===== src/rtl/frame_scheduler_pkg.sv =====
// Shared constants and state encoding for the correlator frame scheduler.
package frame_scheduler_pkg;

    localparam int DEF_NUM_INPUTS = 8;
    localparam int DEF_LAG_W      = 20;
    localparam int DEF_INC_W      = 12;
    localparam int DEF_FRAME_W    = 24;
    localparam int FRAME_COUNT_W  = 16;

    typedef enum logic [2:0] {
        ST_IDLE      = 3'd0,
        ST_CLEAR     = 3'd1,
        ST_INTEGRATE = 3'd2,
        ST_WAIT_TX   = 3'd3,
        ST_LATCH     = 3'd4,
        ST_SEND      = 3'd5,
        ST_STEP      = 3'd6
    } sched_state_t;

endpackage


===== src/rtl/frame_scheduler_if.sv =====
// Host/packet-generator side signal bundle of the frame scheduler.
interface frame_scheduler_if
    import frame_scheduler_pkg::*;
#(
    parameter int NUM_INPUTS = DEF_NUM_INPUTS,
    parameter int LAG_W      = DEF_LAG_W,
    parameter int INC_W      = DEF_INC_W,
    parameter int FRAME_W    = DEF_FRAME_W
);

    logic                          enable;
    logic                          integrate;
    logic [FRAME_W-1:0]            frame_ticks;
    logic [NUM_INPUTS-1:0]         scan_en;
    logic [NUM_INPUTS*LAG_W-1:0]   start_a;
    logic [NUM_INPUTS*LAG_W-1:0]   len_a;
    logic [NUM_INPUTS*INC_W-1:0]   inc_a;
    logic                          tx_busy;
    logic                          tx_done;

    logic [NUM_INPUTS*LAG_W-1:0]   current_a;
    logic                          capture;
    logic                          clear;
    logic                          latch;
    logic [FRAME_COUNT_W-1:0]      frame_count;
    logic                          scan_done;

    modport slave (
        input  enable, integrate, frame_ticks, scan_en, start_a, len_a, inc_a,
               tx_busy, tx_done,
        output current_a, capture, clear, latch, frame_count, scan_done
    );

    modport master (
        output enable, integrate, frame_ticks, scan_en, start_a, len_a, inc_a,
               tx_busy, tx_done,
        input  current_a, capture, clear, latch, frame_count, scan_done
    );

endinterface


===== src/rtl/frame_scheduler_lag_stepper.sv =====
// One correlator input's lag sweep: holds the active lag and its done flag.
// A step advances the lag by inc only while the new value stays inside
// [start, start+len) and fits in LAG_W bits; otherwise the lane is done.
module lag_stepper
    import frame_scheduler_pkg::*;
#(
    parameter int LAG_W = DEF_LAG_W,
    parameter int INC_W = DEF_INC_W
) (
    input  logic             clk_i,
    input  logic             rst_n_i,
    input  logic             load_i,
    input  logic             step_i,
    input  logic             scan_en_i,
    input  logic [LAG_W-1:0] start_i,
    input  logic [LAG_W-1:0] len_i,
    input  logic [INC_W-1:0] inc_i,
    output logic [LAG_W-1:0] current_o,
    output logic             done_step_o
);

    logic [LAG_W-1:0] current_q, current_d;
    logic             done_q, done_d;
    logic [LAG_W:0]   next_sum;
    logic [LAG_W:0]   limit;
    logic             advance;

    // Candidate lag and sweep bound, both one bit wider so nothing wraps.
    always_comb begin
        next_sum = {1'b0, current_q} + (LAG_W+1)'(inc_i);
        limit    = {1'b0, start_i} + {1'b0, len_i};
        advance  = scan_en_i && (inc_i != '0) && !next_sum[LAG_W]
                   && (next_sum < limit);
    end

    // Next lag/done: reload on frame-sequence start, advance or finish on step.
    always_comb begin
        current_d = current_q;
        done_d    = done_q;
        if (load_i) begin
            current_d = start_i;
            done_d    = 1'b0;
        end else if (step_i && !done_q) begin
            if (advance) begin
                current_d = next_sum[LAG_W-1:0];
            end else begin
                done_d = 1'b1;
            end
        end
    end

    // Lag and done registers.
    always_ff @(posedge clk_i or negedge rst_n_i) begin
        if (!rst_n_i) begin
            current_q <= '0;
            done_q    <= 1'b0;
        end else begin
            current_q <= current_d;
            done_q    <= done_d;
        end
    end

    assign current_o   = current_q;
    // Done value this lane will hold after a step; feeds scan_done directly.
    assign done_step_o = done_q || !advance;

endmodule


===== src/rtl/frame_scheduler.sv =====
// Frame scheduler: sequences clear/integrate/latch/send per frame and sweeps
// per-input correlator lags between frames.
//
// state        | meaning
// IDLE         | waiting for enable & integrate; lags reload on exit
// CLEAR        | one-cycle correlator clear pulse, tick counter zeroed
// INTEGRATE    | capture window, frame_ticks cycles (0 behaves as 1)
// WAIT_TX      | window closed, waiting for packet generator to go idle
// LATCH        | one-cycle payload snapshot pulse
// SEND         | waiting for tx_done from packet generator
// STEP         | advance lags, count frame, then continue or go idle
module frame_scheduler
    import frame_scheduler_pkg::*;
#(
    parameter int NUM_INPUTS = DEF_NUM_INPUTS,
    parameter int LAG_W      = DEF_LAG_W,
    parameter int INC_W      = DEF_INC_W,
    parameter int FRAME_W    = DEF_FRAME_W,
    parameter logic [FRAME_COUNT_W-1:0] FRAME_COUNT_RST = '0
) (
    input  logic              pllclk,
    input  logic              reset_n,
    frame_scheduler_if.slave  bus
);

    sched_state_t               state_q;
    logic [FRAME_W-1:0]         tick_q;
    logic [FRAME_W-1:0]         tick_last;
    logic                       capture_q;
    logic                       clear_q;
    logic                       latch_q;
    logic                       scan_done_q;
    logic [FRAME_COUNT_W-1:0]   frame_count_q;

    logic                       load_fire;
    logic                       step_fire;
    logic [NUM_INPUTS-1:0]      done_step;
    logic [NUM_INPUTS*LAG_W-1:0] current_vec;

    // Last tick index of the capture window; a zero length still captures once.
    always_comb begin
        tick_last = '0;
        if (bus.frame_ticks != '0) begin
            tick_last = bus.frame_ticks - FRAME_W'(1);
        end
    end

    assign load_fire = (state_q == ST_IDLE) && bus.enable && bus.integrate;
    assign step_fire = (state_q == ST_STEP) && bus.enable;

    // Sequencer with registered pulse/window outputs; enable low forces IDLE
    // but leaves lags, frame count and scan_done untouched.
    always_ff @(posedge pllclk or negedge reset_n) begin
        if (!reset_n) begin
            state_q       <= ST_IDLE;
            tick_q        <= '0;
            capture_q     <= 1'b0;
            clear_q       <= 1'b0;
            latch_q       <= 1'b0;
            scan_done_q   <= 1'b0;
            frame_count_q <= FRAME_COUNT_RST;
        end else if (!bus.enable) begin
            state_q   <= ST_IDLE;
            capture_q <= 1'b0;
            clear_q   <= 1'b0;
            latch_q   <= 1'b0;
        end else begin
            clear_q <= 1'b0;
            latch_q <= 1'b0;
            case (state_q)
                ST_IDLE: begin
                    if (bus.integrate) begin
                        state_q     <= ST_CLEAR;
                        clear_q     <= 1'b1;
                        scan_done_q <= 1'b0;
                    end
                end
                ST_CLEAR: begin
                    tick_q    <= '0;
                    state_q   <= ST_INTEGRATE;
                    capture_q <= 1'b1;
                end
                ST_INTEGRATE: begin
                    tick_q <= tick_q + FRAME_W'(1);
                    if (tick_q == tick_last) begin
                        state_q   <= ST_WAIT_TX;
                        capture_q <= 1'b0;
                    end
                end
                ST_WAIT_TX: begin
                    if (!bus.tx_busy) begin
                        state_q <= ST_LATCH;
                        latch_q <= 1'b1;
                    end
                end
                ST_LATCH: begin
                    state_q <= ST_SEND;
                end
                ST_SEND: begin
                    if (bus.tx_done) begin
                        state_q <= ST_STEP;
                    end
                end
                ST_STEP: begin
                    frame_count_q <= frame_count_q + FRAME_COUNT_W'(1);
                    scan_done_q   <= &done_step;
                    if (bus.integrate) begin
                        state_q <= ST_CLEAR;
                        clear_q <= 1'b1;
                    end else begin
                        state_q <= ST_IDLE;
                    end
                end
                default: begin
                    state_q   <= ST_IDLE;
                    capture_q <= 1'b0;
                end
            endcase
        end
    end

    for (genvar a = 0; a < NUM_INPUTS; a++) begin : g_lane
        lag_stepper #(
            .LAG_W (LAG_W),
            .INC_W (INC_W)
        ) u_lag (
            .clk_i       (pllclk),
            .rst_n_i     (reset_n),
            .load_i      (load_fire),
            .step_i      (step_fire),
            .scan_en_i   (bus.scan_en[a]),
            .start_i     (bus.start_a[a*LAG_W +: LAG_W]),
            .len_i       (bus.len_a[a*LAG_W +: LAG_W]),
            .inc_i       (bus.inc_a[a*INC_W +: INC_W]),
            .current_o   (current_vec[a*LAG_W +: LAG_W]),
            .done_step_o (done_step[a])
        );
    end

    assign bus.current_a   = current_vec;
    assign bus.capture     = capture_q;
    assign bus.clear       = clear_q;
    assign bus.latch       = latch_q;
    assign bus.frame_count = frame_count_q;
    assign bus.scan_done   = scan_done_q;

endmodule


===== src/flat_wrapper.sv =====
// flat-port wrapper written by rule: the top's interface ports become plain ports
module frame_scheduler_flat import frame_scheduler_pkg::*;
#(
    parameter int NUM_INPUTS = DEF_NUM_INPUTS,
    parameter int LAG_W      = DEF_LAG_W,
    parameter int INC_W      = DEF_INC_W,
    parameter int FRAME_W    = DEF_FRAME_W,
    parameter logic [FRAME_COUNT_W-1:0] FRAME_COUNT_RST = '0
)
  (pllclk, reset_n, bus_enable, bus_integrate, bus_frame_ticks, bus_scan_en, bus_start_a, bus_len_a, bus_inc_a, bus_tx_busy, bus_tx_done, bus_current_a, bus_capture, bus_clear, bus_latch, bus_frame_count, bus_scan_done);
  frame_scheduler_if #(.NUM_INPUTS(NUM_INPUTS), .LAG_W(LAG_W), .INC_W(INC_W), .FRAME_W(FRAME_W)) bus_i ();
  input  logic pllclk;
  input  logic reset_n;
  input wire logic [$bits(bus_i.enable)-1:0] bus_enable;
  input wire logic [$bits(bus_i.integrate)-1:0] bus_integrate;
  input wire logic [$bits(bus_i.frame_ticks)-1:0] bus_frame_ticks;
  input wire logic [$bits(bus_i.scan_en)-1:0] bus_scan_en;
  input wire logic [$bits(bus_i.start_a)-1:0] bus_start_a;
  input wire logic [$bits(bus_i.len_a)-1:0] bus_len_a;
  input wire logic [$bits(bus_i.inc_a)-1:0] bus_inc_a;
  input wire logic [$bits(bus_i.tx_busy)-1:0] bus_tx_busy;
  input wire logic [$bits(bus_i.tx_done)-1:0] bus_tx_done;
  output wire logic [$bits(bus_i.current_a)-1:0] bus_current_a;
  output wire logic [$bits(bus_i.capture)-1:0] bus_capture;
  output wire logic [$bits(bus_i.clear)-1:0] bus_clear;
  output wire logic [$bits(bus_i.latch)-1:0] bus_latch;
  output wire logic [$bits(bus_i.frame_count)-1:0] bus_frame_count;
  output wire logic [$bits(bus_i.scan_done)-1:0] bus_scan_done;
  assign bus_i.enable = bus_enable;
  assign bus_i.integrate = bus_integrate;
  assign bus_i.frame_ticks = bus_frame_ticks;
  assign bus_i.scan_en = bus_scan_en;
  assign bus_i.start_a = bus_start_a;
  assign bus_i.len_a = bus_len_a;
  assign bus_i.inc_a = bus_inc_a;
  assign bus_i.tx_busy = bus_tx_busy;
  assign bus_i.tx_done = bus_tx_done;
  assign bus_current_a = bus_i.current_a;
  assign bus_capture = bus_i.capture;
  assign bus_clear = bus_i.clear;
  assign bus_latch = bus_i.latch;
  assign bus_frame_count = bus_i.frame_count;
  assign bus_scan_done = bus_i.scan_done;
  frame_scheduler #(.NUM_INPUTS(NUM_INPUTS), .LAG_W(LAG_W), .INC_W(INC_W), .FRAME_W(FRAME_W), .FRAME_COUNT_RST(FRAME_COUNT_RST)) u_core (.pllclk(pllclk), .reset_n(reset_n), .bus(bus_i));
endmodule

===== config.mk =====
export PLATFORM = sky130hd
export DESIGN_NAME = frame_scheduler_flat
export DESIGN_NICKNAME = d
export VERILOG_FILES = /design/src/rtl/frame_scheduler_pkg.sv /design/src/rtl/frame_scheduler_if.sv /design/src/rtl/frame_scheduler_lag_stepper.sv /design/src/rtl/frame_scheduler.sv /design/src/flat_wrapper.sv
export SDC_FILE = /design/constraint.sdc
export NUM_CORES = 1
export LEC_CHECK = 0
export ABC_CLOCK_PERIOD_IN_PS = 8920
export BUFFER_PORTS_ARGS = -buffer_cell sky130_fd_sc_hd__clkbuf_2
export CAP_MARGIN = 20
export CORE_AREA = 2 2 247 249
export CTS_CLUSTER_DIAMETER = 150
export DETAILED_ROUTE_END_ITERATION = 6
export DIE_AREA = 0 0 249 251
export HOLD_SLACK_MARGIN = 0.08
export PLACE_DENSITY = 0.68
export REMOVE_ABC_BUFFERS = 1
export SYNTH_ARGS = -nofsm -noshare
export SYNTH_HDL_FRONTEND = slang
export SYNTH_SLANG_ARGS = --single-unit

===== constraint.sdc =====
create_clock -name pllclk -period 8.92 [get_ports pllclk]
set_input_delay 1.784 -clock pllclk [delete_from_list [all_inputs] [get_ports pllclk]]
set_output_delay 1.784 -clock pllclk [all_outputs]
set_load 0.005 [all_outputs]

Yosys cells after proc, flatten, opt, wreduce, memory -nomap -nowiden
Cells that the tools add are included.

Flip-flop bits (word level): 215. Bits of input ports: 454. Output and inout bits: 180. Logic and storage cells: 258.

Add/subtract/negate cells: 19. Magnitude comparators: 8. Equality and inequality tests: 21. Multiplexer cells: 68. Reductions and logical operators: 119.

Operators with widths (number): two-way mux 20 bit (24); adder 20 x 12 -> 21 bit (8); adder 20 x 20 -> 21 bit (8); < comparator 21 bit (8); nonzero test 12 bit (8); one-hot mux 24 bit (2 select lines) (1); AND reduction 2 bit (19); nonzero test 2 bit (18); logical AND 1 bit (35); two-way mux 1 bit (34); adder 24 x 1 -> 24 bit (second input constant) (1); equality test 24 bit (1); logical NOT 1 bit (24); two-way mux 24 bit (1); nonzero test 24 bit (1); subtractor 24 x 1 -> 24 bit (second input constant) (1); one-hot mux 3 bit (7 select lines) (1); adder 16 x 1 -> 16 bit (second input constant) (1); two-way mux 3 bit (5); != test 2 x 1 -> 1 bit (second input constant) (7); equality test 3 bit (second input constant) (3); != test 3 bit (second input constant) (3); logical OR 1 bit (8); AND reduction 8 bit (1); 11 further kinds (14).

Logic depth before layout (Yosys ltp)
Depth after elaboration: 8. Gate-level depth with buffers: 23. Depth with buffers taken out: 22.

Hierarchy
From an unflattened synthesis, not the netlist that was laid out.

Cells, all modules: 3565. Area, all modules: 29107.9 um^2.

Modules (own cells, without submodules): lag_stepper (u_core.g_lane[3].u_lag ...) (times used 3, cells an instance 393, area each 3200.6 um^2); frame_scheduler (times used 1, cells an instance 435, area each 3548.4 um^2); lag_stepper (u_core.g_lane[0].u_lag) (times used 1, cells an instance 398, area each 3280.6 um^2); lag_stepper (u_core.g_lane[1].u_lag) (times used 1, cells an instance 385, area each 3264.4 um^2); lag_stepper (u_core.g_lane[7].u_lag) (times used 1, cells an instance 394, area each 3163.0 um^2); lag_stepper (u_core.g_lane[6].u_lag) (times used 1, cells an instance 398, area each 3155.5 um^2); lag_stepper (u_core.g_lane[2].u_lag) (times used 1, cells an instance 376, area each 3094.2 um^2).

Worst setup path after synthesis
Ideal clock, no wire load.

Path type: input -> register. From: input bus_len_a[120]. To: register u_core.g_lane[6].u_lag.current_q[19]. Library setup time: 0.126 ns. Arrival time: 6.146 ns. Required time: 8.794 ns. Path slack: 2.648 ns. Cell stages on the path: 20. Buffers on the path: 0. Cells stage by stage: ha_1 inv_1 fa_1 nor2b_1 o21ai_0 a21oi_1 o31a_1 a221o_1 a211o_1 a21o_1 a21o_1 a31oi_1 ha_1 and4_1 a21oi_1 o2111a_1 nor4b_1 a21oi_1 a21o_1 a221o_1.

Word-level cells in the longest chain between the ends: 5.

RTL lines: start: declaration (RTL line flat_wrapper.sv:19) `input wire logic [$bits(bus_i.len_a)-1:0] bus_len_a;`; adder 20 x 20 -> 21 bit (RTL line frame_scheduler_lag_stepper.sv:31) `limit = {1'b0, start_i} + {1'b0, len_i};`; < comparator 21 bit (RTL line frame_scheduler_lag_stepper.sv:33) `&& (next_sum < limit);`; logical AND 1 bit (RTL line frame_scheduler_lag_stepper.sv:33); nonzero test 2 bit (no line); AND reduction 2 bit (no line); end signal: assignment (RTL line frame_scheduler_lag_stepper.sv:58) `current_q <= current_d;`; end: declaration (RTL line frame_scheduler_lag_stepper.sv:22) `logic [LAG_W-1:0] current_q, current_d;`.

Every way passes these cells. A chain may end at the register's enable or synchronous reset.

Worst setup path in the final report
From: input bus_start_a[120]. To: register u_core.g_lane[6].u_lag.current_q[13].

Word-level cells in the longest chain between the ends: 5.

RTL lines: start: declaration (RTL line flat_wrapper.sv:18) `input wire logic [$bits(bus_i.start_a)-1:0] bus_start_a;`; adder 20 x 20 -> 21 bit (RTL line frame_scheduler_lag_stepper.sv:31); < comparator 21 bit (RTL line frame_scheduler_lag_stepper.sv:33); logical AND 1 bit (RTL line frame_scheduler_lag_stepper.sv:33); nonzero test 2 bit (no line); AND reduction 2 bit (no line).

Every way passes these cells.

==> flow_metrics.tcl <==
set metrics [dict create \
    run_status "complete, no violations" \
    cts.clk_slew.worst_paths_ps 60 \
    numCtsBuffers 31 \
    post_cts_buffers 0 \
    critPathTopFamily "compound AO/OA/AOI/OAI gates" \
    ys_types 89 \
    fin_util_pct 53.2 \
    clock-sinks 215 \
    top_usage_layer "met2" \
    nNetsFinal 4732 \
    yosys-top-cells-area "dfrtp_1 20%, ha_1 20%, xnor2_1 6.7%, o21ai_0 4.2%, a21oi_1 4.2%" \
    critical_path_buf_inv_count 2 \
    maxCapViolCount 0 \
    overflow 0 \
    period_needed_ps 6490 \
    ys.flop_type "dfrtp_1" \
    use_met1_pct 35.7 \
    synth.ff_latch_count 215 \
    grt_use_met2_pct 46.7 \
    maxSlewHeadroom_pct 32.2 \
    crit_path_max_incr_delay_ps 530 \
    fin_cells 4670 \
    gp_congestion 0.952 \
    async_flop_share_pct 100 \
    drt-pass1-iter-count 7 \
    holdCritPathClass "flip-flop to flip-flop" \
    syn_to_final_growth_pct 19.9 \
    via_per_inst 5.76 \
    cp_max_fo 15 \
    slew_viol_final 0 \
    rows 90 \
    fp.dieW_um 249 \
    cts_tree "done" \
    grt_pass1_wl_um 142000 \
    drt-initial-drc-count 1586 \
    period_share_pct 72.8 \
    wl_um 91800 \
    cts_buffer_depth 3 \
    dp_cells 4591 \
    path_class "input pin to flip-flop" \
    required_ps 9390 \
    synthCells 3228 \
    clock-root-buffer "clkbuf_16" \
    die-height_um 251 \
    yosysWarningCount 0 \
    max_freq_mhz 154 \
    routedWlPerCell_um 19.7 \
    hold_viol 0 \
    netlist_area_um2 26500 \
    cts_resized 0 \
    antenna_found_initial 29 \
    met3_usage_pct 5.49 \
    worstSetupEndpointType "flip-flop" \
    peakVddDrop_uv 142 \
    die-area_um2 62500 \
    drc 0 \
    rsz0062_at_grt "false" \
    synth_edf_count 0 \
    grt_max_degree 110 \
    port-buffer-count 633 \
    core_um2 59800 \
    synth_top_area_share_pct 20.3 \
    start_util_pct 44.4 \
    yosysSeqAreaShare_pct 20.3 \
    htree_levels 1 \
    drive_gt1_share_pct 19.7 \
    fill_cells 5796 \
    post-dp-hpwl_um 74500 \
    synth_area_per_cell_um2 8.22 \
    leakage_nw 15.4 \
    postRouteAntennaNets 0 \
    num_vias 26919 \
    clk_latency_ps 590 \
    final.setup.tns_ps 0 \
    fin_skew_ps 13.4 \
    start_kind "input pin" \
    setup_viol 0 \
    cp_cell_sequence "clkbuf_2 > ha_1 > inv_1 > fa_1 > nor2b_1 > o21ai_0 > a21oi_1 > o31a_1 > a221o_1 > a211o_1 > a21o_1 > a21o_1 > a31oi_1 > ha_1 > and4_1 > a21oi_1 > o2111a_1 > nor4b_2 > nand2_1 > o21ba_2 > o221a_2" \
    worst_slew_pin_slew_ps 1020 \
    synth_top_cell_by_area "dfrtp_1" \
    ctsHoldBuffers 0 \
    worstPathArrival_ps 6960 \
    power.density_nw_per_um2 211 \
    critPathSlowestCell "nand2_1" \
    grt_pass1_vias 25984 \
    grtUsageTotal_pct 28.3 \
    num_io_pins 634 \
]
layer usage:
layer,part of all wire [%],wire [um]
met1,43,39400
met2,46,41800
met3,6.5,6010
met4,4.9,4530
met5,0.10,95
stage by stage:
step | instance area, um^2 | worst slack [ps] | power [mW] | hold slack (ps)
2_1_floorplan | 26300 | 606 | 4.03 | 451
3_3_place_gp | 30600 | 1910 | 5.17 | 485
3_5_place_dp | 30600 | 1800 | 5.21 | 487
4_1_cts | 31800 | 2430 | 6.73 | 498
5_1_grt | 31800 | 2010 | 7.30 | 524
6_report | 31800 | 2430 | 6.73 | 499
synth_stat cells (all sizes together), types with 73 or more instances:
| master | instances |
|---|---|
| ha | 419 |
| a21o | 101 |
| nand2 | 284 |
| a21oi | 223 |
| xnor2 | 202 |
| inv | 112 |
| nand3 | 125 |
| o21ai | 230 |
| nor3 | 73 |
| dfrtp | 215 |
| xor2 | 122 |
| nor2 | 263 |
path summary, 6_finish.rpt:
check                                                          from                                   end  slack (ps)  depth (start not counted)
worst max-delay path                               bus_start_a[120]  u_core.g_lane[6].u_lag.current_o[13]        2430                         21
max in group asynchronous                                   reset_n   u_core.g_lane[4].u_lag.current_o[3]        6470                          2
min in group asynchronous                                   reset_n   u_core.g_lane[7].u_lag.current_o[1]        1200                          1
worst min-delay path                     u_core.bus.frame_count[13]            u_core.bus.frame_count[13]         500                          1
worst min register to register           u_core.bus.frame_count[13]            u_core.bus.frame_count[13]         500                          1
worst max register to register  u_core.g_lane[4].u_lag.current_o[0]   u_core.g_lane[4].u_lag.current_o[2]        3410                         19
cell usage in the layout, fill, tap and decap left out, types with 27 or more instances in the layout:
cell type / count
nor3_1: 70
inv_1: 112
ha_1: 419
a211oi_1: 31
o21ai_0: 224
clkbuf_16: 31
nand2_1: 284
o22ai_1: 36
nor2_1: 261
mux2i_1: 43
a21oi_1: 223
dfrtp_1: 215
or3_1: 33
nand3_1: 124
clkbuf_2: 633
xnor2_1: 202
nor4_1: 37
nor2b_1: 35
and3_1: 39
xor2_1: 122
o21bai_1: 27
a31oi_1: 31
o21a_1: 44
nand2b_1: 58
nand4_1: 30
a21o_1: 101
cell type report:
| cell class | count | area [um^2] | area share (%) |
|---|---|---|---|
| inverter | 112 | 420 | 1.32 |
| multi-input combinational | 2833 | 20500 | 64.4 |
| clock inverter | 17 | 318 | 0.999 |
| tap | 782 | 978 | 3.08 |
| timing repair buffer | 650 | 3320 | 10.4 |
| sequential | 215 | 5380 | 16.9 |
| antenna | 22 | 55.1 | 0.173 |
| clock buffer | 39 | 856 | 2.69 |
flip-flops by register name, summed over array words and instances, names as in the netlist:
name	flops
u_core.tick_q	24
u_core.bus.frame_count	16
u_core.bus.capture	1
u_core.bus.clear	1
u_core.g_lane.u_lag.done_q	8
u_core.state_q	3
u_core.bus.scan_done	1
u_core.g_lane.u_lag.current_o	160
u_core.bus.latch	1
kinds of logic after synthesis:
family / count (synthesis) / synth area share [%]
AOI/OAI and AO/OA: 957 / 23.9
xor gates and xnor gates: 324 / 10.7
adders and majority gates: 435 / 21.0
buffers and inverters: 180 / 2.63
DFF: 215 / 20.3
muxes: 47 / 1.79
and+or+nand+nor: 1070 / 19.8
where the power goes:
part / internal, mW / leakage (nW) / switching [mW]
Combinational: 1.67 / 12.2 / 2.07
Sequential: 1.20 / 2.63 / 0.326
Clock: 0.932 / 0.569 / 0.537
Total: 3.80 / 15.4 / 2.93
Note: power is estimated with default switching activity, not from simulation.
